### config.mk
export PLATFORM = sky130hd
export DESIGN_NAME = uart_cmd_sequencer_flat
export DESIGN_NICKNAME = d
export VERILOG_FILES = /design/src/rtl/uart_cmd_sequencer_if.sv /design/src/rtl/uart_cmd_sequencer.sv /design/src/flat_wrapper.sv
export SDC_FILE = /design/constraint.sdc
export NUM_CORES = 1
export LEC_CHECK = 0
export CAP_MARGIN = 20
export CELL_PAD_IN_SITES_DETAIL_PLACEMENT = 2
export CELL_PAD_IN_SITES_GLOBAL_PLACEMENT = 2
export CORE_ASPECT_RATIO = 0.5
export CORE_MARGIN = 3
export CORE_UTILIZATION = 39
export CTS_BUF_LIST = sky130_fd_sc_hd__clkbuf_4 sky130_fd_sc_hd__clkbuf_8
export CTS_CLUSTER_DIAMETER = 40
export DETAILED_ROUTE_END_ITERATION = 7
export DONT_BUFFER_PORTS = 1
export PLACE_DENSITY_LB_ADDON = 0.1
export SYNTH_ARGS = -nofsm -noshare
export SYNTH_HDL_FRONTEND = slang
export SYNTH_SLANG_ARGS = --single-unit
### constraint.sdc
create_clock -name clk -period 3.7 [get_ports clk]
set_input_delay 0.74 -clock clk [delete_from_list [all_inputs] [get_ports clk]]
set_output_delay 0.74 -clock clk [all_outputs]
set_load 0.05 [all_outputs]
### src/rtl/uart_cmd_sequencer_if.sv
// uart_cmd_sequencer_if
// Byte-stream bundle between the UART and the command sequencer.
//   rx_data/rx_valid : received byte and its one-cycle strobe (UART -> sequencer)
//   tx_data/tx_valid : status byte and its pending flag      (sequencer -> UART)
//   tx_ready         : UART TX can take a byte               (UART -> sequencer)
// The master modport is the UART side, and the slave modport is the sequencer side.
interface uart_cmd_sequencer_if;
    logic [7:0] rx_data;
    logic       rx_valid;
    logic       tx_ready;
    logic [7:0] tx_data;
    logic       tx_valid;

    modport master (
        output rx_data, rx_valid, tx_ready,
        input  tx_data, tx_valid
    );

    modport slave (
        input  rx_data, rx_valid, tx_ready,
        output tx_data, tx_valid
    );
endinterface

### src/rtl/uart_cmd_sequencer.sv
// uart_cmd_sequencer
// Routes the UART RX byte stream. In IDLE, bytes go to the 7-seg display register.
// After an 'M', framed commands set the LED rate, PWM duty and LED pattern, and each
// result is answered on UART TX with 'K' (ok) or 'E' (error).
// Ports:
//   clk, reset    : system clock, synchronous active-high reset
//   bus (slave)   : rx_data/rx_valid in, tx_data/tx_valid out, tx_ready in
//   seg_data/stb  : display byte and a one-cycle update pulse
//   rate_control  : LED blink rate select (11 = default)
//   pwm_duty      : PWM duty byte
//   led_pattern   : LED pattern byte
//   cmd_mode      : high whenever the FSM is not in IDLE
//   drop_cnt      : saturating count of rx bytes that arrived while a status byte was pending
module uart_cmd_sequencer #(
    parameter int TIMEOUT_CYC = 50_000_000,
    parameter int ACK_EN      = 1,
    parameter int DROP_W      = 4
) (
    input  logic              clk,
    input  logic              reset,
    uart_cmd_sequencer_if.slave bus,
    output logic [7:0]        seg_data,
    output logic              seg_stb,
    output logic [1:0]        rate_control,
    output logic [7:0]        pwm_duty,
    output logic [7:0]        led_pattern,
    output logic              cmd_mode,
    output logic [DROP_W-1:0] drop_cnt
);

    localparam int TO_W = (TIMEOUT_CYC > 2) ? $clog2(TIMEOUT_CYC) : 1;
    localparam logic [TO_W-1:0] TO_LAST = TO_W'(TIMEOUT_CYC - 1);

    localparam logic [7:0] CH_K = 8'h4B;
    localparam logic [7:0] CH_E = 8'h45;

    typedef enum logic [2:0] {
        S_IDLE, S_CMD, S_ARG_RATE, S_ARG_HI, S_ARG_LO, S_ACK
    } state_t;

    state_t            state_q, state_n;
    state_t            ret_q, ret_n;        // where ACK goes once the status byte is taken
    state_t            ack_ret;
    logic [3:0]        hi_q, hi_n;          // high nibble of a pending argument
    logic              tgt_led_q, tgt_led_n; // 1: argument targets led_pattern, 0: pwm_duty
    logic [TO_W-1:0]   to_q, to_n;
    logic [7:0]        tx_data_q, tx_data_n;
    logic              tx_valid_q, tx_valid_n;
    logic [7:0]        seg_data_n;
    logic              seg_stb_n;
    logic [1:0]        rate_n;
    logic [7:0]        pwm_n, led_n;
    logic [DROP_W-1:0] drop_n;
    logic              ack_go;
    logic [7:0]        ack_byte;

    logic [7:0] rx_up;
    logic       rx_hex;
    logic [3:0] rx_nib;

    function automatic logic [7:0] to_upper(input logic [7:0] b);
        if (b >= 8'h61 && b <= 8'h7A) return b - 8'h20;
        return b;
    endfunction

    // Letters are matched case-insensitively by folding to upper case first.
    assign rx_up  = to_upper(bus.rx_data);
    assign rx_hex = (rx_up >= 8'h30 && rx_up <= 8'h39) || (rx_up >= 8'h41 && rx_up <= 8'h46);
    // '0'-'9' map straight from the low nibble; 'A'-'F' (0x41..) need +9 to reach 10..15.
    assign rx_nib = (rx_up <= 8'h39) ? rx_up[3:0] : rx_up[3:0] + 4'd9;

    always_comb begin
        state_n    = state_q;
        ret_n      = ret_q;
        hi_n       = hi_q;
        tgt_led_n  = tgt_led_q;
        to_n       = to_q;
        tx_data_n  = tx_data_q;
        seg_data_n = seg_data;
        seg_stb_n  = 1'b0;
        rate_n     = rate_control;
        pwm_n      = pwm_duty;
        led_n      = led_pattern;
        drop_n     = drop_cnt;
        ack_go     = 1'b0;
        ack_byte   = CH_K;
        ack_ret    = S_CMD;

        case (state_q)
            S_IDLE: begin
                if (bus.rx_valid) begin
                    if (rx_up == 8'h4D) begin
                        state_n = S_CMD;
                    end else if (bus.rx_data != 8'h00 && rx_up != 8'h46) begin
                        seg_data_n = bus.rx_data;
                        seg_stb_n  = 1'b1;
                    end
                end
            end
            S_CMD: begin
                if (bus.rx_valid) begin
                    case (rx_up)
                        8'h52: state_n = S_ARG_RATE;
                        8'h44: begin state_n = S_ARG_HI; tgt_led_n = 1'b0; end
                        8'h4C: begin state_n = S_ARG_HI; tgt_led_n = 1'b1; end
                        8'h4D: ;
                        8'h46: begin ack_go = 1'b1; ack_byte = CH_K; ack_ret = S_IDLE; end
                        default: begin ack_go = 1'b1; ack_byte = CH_E; end
                    endcase
                end
            end
            S_ARG_RATE: begin
                if (bus.rx_valid) begin
                    ack_go = 1'b1;
                    case (rx_up)
                        8'h31: rate_n = 2'b00;
                        8'h35: rate_n = 2'b01;
                        8'h41: rate_n = 2'b10;
                        default: ack_byte = CH_E;
                    endcase
                end
            end
            S_ARG_HI: begin
                if (bus.rx_valid) begin
                    if (rx_hex) begin
                        hi_n    = rx_nib;
                        state_n = S_ARG_LO;
                    end else begin
                        ack_go   = 1'b1;
                        ack_byte = CH_E;
                    end
                end
            end
            S_ARG_LO: begin
                if (bus.rx_valid) begin
                    ack_go = 1'b1;
                    if (rx_hex) begin
                        if (tgt_led_q) led_n = {hi_q, rx_nib};
                        else           pwm_n = {hi_q, rx_nib};
                    end else begin
                        ack_byte = CH_E;
                    end
                end
            end
            S_ACK: begin
                // The UART is still busy with our status byte, so any byte arriving now is lost.
                if (bus.rx_valid && drop_cnt != '1) drop_n = drop_cnt + DROP_W'(1);
                if (bus.tx_ready) state_n = ret_q;
            end
            default: state_n = S_IDLE;
        endcase

        if (ack_go) begin
            if (ACK_EN != 0) begin
                state_n   = S_ACK;
                ret_n     = ack_ret;
                tx_data_n = ack_byte;
            end else begin
                state_n = ack_ret;
            end
        end

        // The inactivity watchdog runs only while a command is being framed.
        // Expiry abandons the command silently, and nothing has been committed yet.
        if (state_q == S_IDLE || state_q == S_ACK || bus.rx_valid) begin
            to_n = '0;
        end else if (to_q == TO_LAST) begin
            to_n    = '0;
            state_n = S_IDLE;
        end else begin
            to_n = to_q + TO_W'(1);
        end

        tx_valid_n = (ACK_EN != 0) && (state_n == S_ACK);
    end

    always_ff @(posedge clk) begin
        if (reset) begin
            state_q      <= S_IDLE;
            ret_q        <= S_CMD;
            hi_q         <= '0;
            tgt_led_q    <= 1'b0;
            to_q         <= '0;
            tx_data_q    <= '0;
            tx_valid_q   <= 1'b0;
            seg_data     <= '0;
            seg_stb      <= 1'b0;
            rate_control <= 2'b11;
            pwm_duty     <= '0;
            led_pattern  <= '0;
            drop_cnt     <= '0;
        end else begin
            state_q      <= state_n;
            ret_q        <= ret_n;
            hi_q         <= hi_n;
            tgt_led_q    <= tgt_led_n;
            to_q         <= to_n;
            tx_data_q    <= tx_data_n;
            tx_valid_q   <= tx_valid_n;
            seg_data     <= seg_data_n;
            seg_stb      <= seg_stb_n;
            rate_control <= rate_n;
            pwm_duty     <= pwm_n;
            led_pattern  <= led_n;
            drop_cnt     <= drop_n;
        end
    end

    assign bus.tx_data  = tx_data_q;
    assign bus.tx_valid = tx_valid_q;
    assign cmd_mode     = (state_q != S_IDLE);

endmodule

### src/flat_wrapper.sv
// flat-port wrapper written by rule: the top's interface ports become plain ports
module uart_cmd_sequencer_flat 
#(
    parameter int TIMEOUT_CYC = 50_000_000,
    parameter int ACK_EN      = 1,
    parameter int DROP_W      = 4
)
  (clk, reset, seg_data, seg_stb, rate_control, pwm_duty, led_pattern, cmd_mode, drop_cnt, bus_rx_data, bus_rx_valid, bus_tx_ready, bus_tx_data, bus_tx_valid);
  uart_cmd_sequencer_if bus_i ();
  input  logic clk;
  input  logic reset;
  output logic [7:0] seg_data;
  output logic seg_stb;
  output logic [1:0] rate_control;
  output logic [7:0] pwm_duty;
  output logic [7:0] led_pattern;
  output logic cmd_mode;
  output logic [DROP_W-1:0] drop_cnt;
  input wire logic [$bits(bus_i.rx_data)-1:0] bus_rx_data;
  input wire logic [$bits(bus_i.rx_valid)-1:0] bus_rx_valid;
  input wire logic [$bits(bus_i.tx_ready)-1:0] bus_tx_ready;
  output wire logic [$bits(bus_i.tx_data)-1:0] bus_tx_data;
  output wire logic [$bits(bus_i.tx_valid)-1:0] bus_tx_valid;
  assign bus_i.rx_data = bus_rx_data;
  assign bus_i.rx_valid = bus_rx_valid;
  assign bus_i.tx_ready = bus_tx_ready;
  assign bus_tx_data = bus_i.tx_data;
  assign bus_tx_valid = bus_i.tx_valid;
  uart_cmd_sequencer #(.TIMEOUT_CYC(TIMEOUT_CYC), .ACK_EN(ACK_EN), .DROP_W(DROP_W)) u_core (.clk(clk), .reset(reset), .bus(bus_i), .seg_data(seg_data), .seg_stb(seg_stb), .rate_control(rate_control), .pwm_duty(pwm_duty), .led_pattern(led_pattern), .cmd_mode(cmd_mode), .drop_cnt(drop_cnt));
endmodule
== After elaboration in Yosys (flattened, before gate mapping) ==
Index checks and enable logic that the tools add are counted.
W data, S select, Z words.

* Memories kept: 0
* Logic and storage cells: 106
* Latch bits: 0
* Output and inout bits: 41
* Input bits: 12
* Bits in registers: 77
* Bits in writable memories: 0
* Bits in read-only memories: 0

* Divide/modulo/power cells: 0
* Bitwise operators: 4
* Reduce and logical (&&, ||, !) cells: 28
* Add/subtract/negate cells: 4
* Shift operators: 0
* Multiplexer cells: 34
* Multipliers: 0
* Equality and inequality tests: 17
* Magnitude comparators: 6

{| class="wikitable"
|+ Operator list
! kind !! count
|-
| $eq A8 B7 Y1 const B || 6
|-
| $mux W3 || 11
|-
| $mux W8 || 4
|-
| $add A26 B1 Y26 const B || 1
|-
| $eq A26 B26 Y1 const B || 1
|-
| $pmux W8 S3 || 1
|-
| $mux W4 || 5
|-
| $eq A8 B6 Y1 const B || 2
|-
| $ge A8 B7 Y1 const B || 2
|-
| $le A8 B7 Y1 const B || 2
|-
| $pmux W3 S5 || 1
|-
| $reduce_and A4 Y1 || 3
|-
| $eq A3 B3 Y1 const B || 3
|-
| $reduce_and A3 Y1 || 3
|-
| $ge A8 B6 Y1 const B || 1
|-
| $le A8 B6 Y1 const B || 1
|-
| $mux W1 || 8
|-
| $ne A8 B7 Y1 const B || 1
|-
| $reduce_bool A8 Y1 || 1
|-
| $reduce_or A4 Y1 || 2
|-
| $sub A8 B6 Y8 const B || 1
|-
| $eq A3 B2 Y1 const B || 2
|-
| $pmux W2 S3 || 1
|-
| $pmux W3 S2 || 1
|-
| 16 further kinds || 29
|}

== Logic depth before layout (Yosys ltp) ==
* Depth after elaboration: 14
* Depth in mapped cells: 10
* Gate-level depth less buffers: 8

== Worst setup path before layout ==
OpenSTA, ideal clock, no wires.

* Kind: input port to flip-flop
* Start: input port bus_rx_data[6]
* End: register u_core.pwm_duty[4]
* Arrival: 2.776 ns
* Slack: 0.796 ns
* Data required time: 3.572 ns
* Cell stages on the path: 10
* Path buffers: 2
* Setup time: 0.128 ns
* Cell sequence: buf_2 > inv_1 > ha_1 > o31a_1 > nor3_2 > a21oi_4 > or4b_1 > clkbuf_1 > mux2i_1 > nor2_1

* Word-level cells in the longest chain between the ends: 8
* Elaborated cells between the ends (all ways): 15
* Those cells by class: add/sub (1); order compare (6); mux (3); reduce/logical (5)

{| class="wikitable"
|+ Ends and longest elaborated chain
! element !! RTL line !! source
|-
| start: declaration || flat_wrapper.sv:19 || <nowiki>input wire logic [$bits(bus_i.rx_data)-1:0] bus_rx_data;</nowiki>
|-
| $ge A8 B7 Y1 or $le A8 B7 Y1 (tied branches) || uart_cmd_sequencer.sv:62 || <nowiki>if (b >= 8'h61 && b <= 8'h7A) return b - 8'h20;</nowiki>
|-
| $logic_and A1 B1 Y1 || uart_cmd_sequencer.sv:62 ||
|-
| $mux W1 || uart_cmd_sequencer.sv:62 ||
|-
| $mux W8 * || uart_cmd_sequencer.sv:63 || <nowiki>return b;</nowiki>
|-
| $ge A8 B6 Y1 (tied with other cells) || uart_cmd_sequencer.sv:68 || <nowiki>assign rx_hex = (rx_up >= 8'h30 && rx_up <= 8'h39) || (rx_up >= 8'h41 && rx_up <= 8'h46);</nowiki>
|-
| $logic_and A1 B1 Y1 || uart_cmd_sequencer.sv:68 ||
|-
| $logic_or A1 B1 Y1 * || uart_cmd_sequencer.sv:68 ||
|-
| $reduce_and A4 Y1 (no line) * || -- ||
|-
| end signal: assignment || uart_cmd_sequencer.sv:203 || <nowiki>pwm_duty <= pwm_n;</nowiki>
|-
| end: declaration || uart_cmd_sequencer.sv:25 || <nowiki>output logic [7:0] pwm_duty,</nowiki>
|}

Every way passes the cells marked *; elsewhere a longest branch is shown, timed or not. The select of a mux whose other input is x is not followed.
A chain may end at the register's enable or synchronous reset.

== Worst setup path after layout ==
* Start: input port bus_rx_data[1]
* End: register u_core.state_q[1]

* Word-level cells in the longest chain between the ends: 13
* Elaborated cells between the ends (all ways): 35
* Those cells by class: add/sub (1); order compare (6); eq/ne (4); mux (18); reduce/logical (6)

{| class="wikitable"
|+ Ends and longest elaborated chain
! element !! RTL line !! source
|-
| $ge A8 B7 Y1 or $le A8 B7 Y1 (tied branches) || uart_cmd_sequencer.sv:62 ||
|-
| $logic_and A1 B1 Y1 || uart_cmd_sequencer.sv:62 ||
|-
| $mux W1 || uart_cmd_sequencer.sv:62 ||
|-
| $mux W8 * || uart_cmd_sequencer.sv:63 ||
|-
| $ge A8 B6 Y1 (tied with other cells) || uart_cmd_sequencer.sv:68 ||
|-
| $logic_and A1 B1 Y1 || uart_cmd_sequencer.sv:68 ||
|-
| $logic_or A1 B1 Y1 || uart_cmd_sequencer.sv:68 ||
|-
| $mux W3 or $mux W1 (tied branches) || uart_cmd_sequencer.sv:125 || <nowiki>if (rx_hex) begin</nowiki>
|-
| $mux W3 or $mux W1 (tied branches) || uart_cmd_sequencer.sv:124 || <nowiki>if (bus.rx_valid) begin</nowiki>
|-
| $pmux W3 S5 or $pmux W1 S3 (tied branches) || uart_cmd_sequencer.sv:89 || <nowiki>case (state_q)</nowiki>
|-
| $mux W3 * || uart_cmd_sequencer.sv:153 || <nowiki>if (ack_go) begin</nowiki>
|-
| $mux W3 || uart_cmd_sequencer.sv:167 || <nowiki>end else if (to_q == TO_LAST) begin</nowiki>
|-
| $mux W3 * || uart_cmd_sequencer.sv:165 || <nowiki>if (state_q == S_IDLE || state_q == S_ACK || bus.rx_valid) begin</nowiki>
|-
| end signal: assignment || uart_cmd_sequencer.sv:193 || <nowiki>state_q <= state_n;</nowiki>
|-
| end: declaration || uart_cmd_sequencer.sv:41 || <nowiki>state_t state_q, state_n;</nowiki>
|}

Marked as above.

==> metrics <==
asr flop ratio synth=0; synthesized flop and latch total=70; hpwl dp=around 7200 um; Final period util=0.726; worst-margin pin slew=998 ps; mapped cell area=0.00350 mm^2; fmax=~370 MHz; CTS tree=built; Die Wd=roughly 140 um; Max clock buf depth=2; Vias/cell=roughly 5.6; worst r2r path cells=5; average wire per standard cell=around 19 um; RSZ-0062 raised after global routing=false; CP cell instances=inv_1 > ha_1 > a21oi_2 > or4b_1 > a32o_1 > a311oi_4 > inv_2 > a2111oi_2; Multi-input gate area=around 0.0019 mm^2; Worst EP arrival=roughly 3000 ps; Post-Synthesis Cells=approximately 410; Via Count=2,906; power per cell area=~530 mW/mm^2; boundary pin count=53; CTS root buf=clkbuf_8; Critical Path Source=bus_rx_data[1]; # fillers=937; Clk Latency, worst-skew pair=360 ps; Die Ht=73.0 um; # nets final=between 400 and 500; Ys Warns=0; kind of critical path=input pin to flop; Slew headroom=0.333; FF+latch area=0.00140 mm^2; met2 usage=0.372; worst setup path endpoint=u_core.state_q[1]; sequential fraction of the synthesis area=0.401; R2R Setup Slk=between 1000 and 1500 ps; post-CTS setup buffers=0; Max IR drop VDD=204 uV; CTS Sinks=70; critical path startpoint category=input pin; initial antenna violation count=0; r2r endpoint=u_core.bus.tx_valid; GR Layer Usage met3=0.0596; antenna-violating nets left=0; Initial DRC Count=111; ANT cells=0; DIE AREA=approximately 0.010 mm^2; Buf+Inv Stages, Crit Path=2; # resized after CTS=0; Worst setup EP type=flop; cts hold-fix bufs=0; syn_area_per_cell=around 8.5 um^2; Final Hold Fails=0; status=complete, no violations; crit-path leading delay family=compound AO/OA/AOI/OAI gates; setup violators final=0; Crit. path cell count=8; Final GP Congestion=approximately 0.84; Area Overhead vs Synth=5.80%; Max-cap violations=0; skew final=roughly 8 ps; GR peak layer=met2; commonest non-fill, non-tap cells in the layout=nor2_1, dfxtp_1, nand2_1; core area=around 0.0083 mm^2; hold crit path type=input pin to flop; clk slew on worst S/H paths=about 70 ps; Area after DPL=approximately 0.0035 mm^2; Setup TNS=0 ps; Crit Path Max Fanout=7; top_reg_cell synth=dfxtp_1; Leak Pwr=~1.3 nW; Routed WL=9900 um; origin of the critical flop-to-flop path=u_core.state_q[0]; Initial Utilization=0.419; Tmin final=2680 ps; Critical-path top delay cell=or4b_1; first-pass GRT wire length=~17,000 um; commonest non-fill, non-tap cell in the layout=nor2_1; Synth cell types=between 50 and 60; worst endpoint required time=between 3000 and 4000 ps; global route overflow=0; min-delay src=reset; final instance area=about 0.0037 mm^2; final slew viol count=0; EDFF count, synth=0; pin count of the biggest net entering global routing=37; CTS Buf Count=9; Hold WS=approximately 450 ps; share of cells above drive strength 1=0.0695; worst stage delay on the critical path=~480 ps; port bufs=0; final core occ=0.443; row cnt=23; vias in the first global route=about 3,200; met1 Track Usage GR=0.237; drt drc=0; Post-Layout Cell Count=about 520; DRT Pass-1 Iters=4; placed cell count=roughly 500; Total GRT Usage=0.205; H-tree depth=3
## kinds of logic after synthesis
| family | synth area share |
|---|---|
| fa+ha+maj | 0.0286 |
| xor+xnor | 0.0776 |
| compound gates | 0.115 |
| mux | 0.0487 |
| buf+inv | 0.0501 |
| simple gates | 0.278 |
| flops | 0.401 |
| other cells | 0.00107 |
## synth_stat cells (2+ instances only)
cell type  number  area (um^2)
o21a_1          2         15.0
buf_2           5         25.0
and4_1          2         17.5
nor2_1         75          282
a22oi_1         2         15.0
and2_1          3         18.8
nand3_1        17         85.1
nand2_1        36          135
ha_1            8          100
and3_1          6         37.5
a211oi_1        6         45.0
or3_1           3         18.8
buf_4           6         45.0
nor3_1         17         85.1
nand4_1         7         43.8
nor4_1          4         25.0
clkbuf_1       15         56.3
or3b_2          2         17.5
o211ai_1        4         30.0
xor2_1         14          123
nor2b_1         3         18.8
inv_1          11         41.3
nor3_2          3         30.0
xnor2_1        17          149
mux2i_1        17          170
dfxtp_1        70         1400
or4b_1          3         30.0
a21oi_1        17         85.1
nor3b_1         2         15.0
nand2b_1        3         18.8
o21ai_0         5         25.0
## power breakdown
part           total, mW  internal [mW]  switching [mW]
Sequential          1.03          0.805           0.223
Combinational      0.318          0.110           0.208
Clock              0.600          0.326           0.274
## worst min path at each step
stage / endpoint / slack (ps) / cells past startpoint
after floorplan: u_core.ret_q[0] / 440 / 2
after global placement: u_core.ret_q[0] / 460 / 2
after detailed placement: u_core.led_pattern[7] / 470 / 2
final: u_core.pwm_duty[7] / 450 / 1
after CTS: u_core.led_pattern[4] / 430 / 1
after global routing: u_core.pwm_duty[7] / 420 / 1
## area by class of cell
class / instances / area share
multi-input cells: 306 / 0.521
flip-flops and latches: 70 / 0.379
clock buffers: 12 / 0.0396
well taps: 112 / 0.0379
inverters: 13 / 0.0132
clock inverters: 2 / 0.00947
## routing by layer
layer	share of wire	vias up
met2	0.50	53
li1	-	1393
met3	0.041	22
met4	0.021	0
met1	0.44	1438
met5	0	-
## registers in the layout, summed over array words and instances, names as in the netlist
register,count
u_core.led_pattern,8
u_core.bus.tx_data,3
u_core.rate_control,2
u_core.tgt_led_q,1
u_core.state_q,3
u_core.drop_cnt,4
u_core.pwm_duty,8
u_core.bus.tx_valid,1
u_core.ret_q,1
u_core.seg_stb,1
u_core.seg_data,8
u_core.hi_q,4
u_core.to_q,26
## metrics by stage
step           setup slack, ps  total power, mW
4_1_cts                   1040             1.97
6_report                  1020             1.94
3_3_place_gp               767             1.34
3_5_place_dp               647             1.36
2_1_floorplan              796             1.31
5_1_grt                    799             2.04
Note: power is estimated with default switching activity, not from simulation.
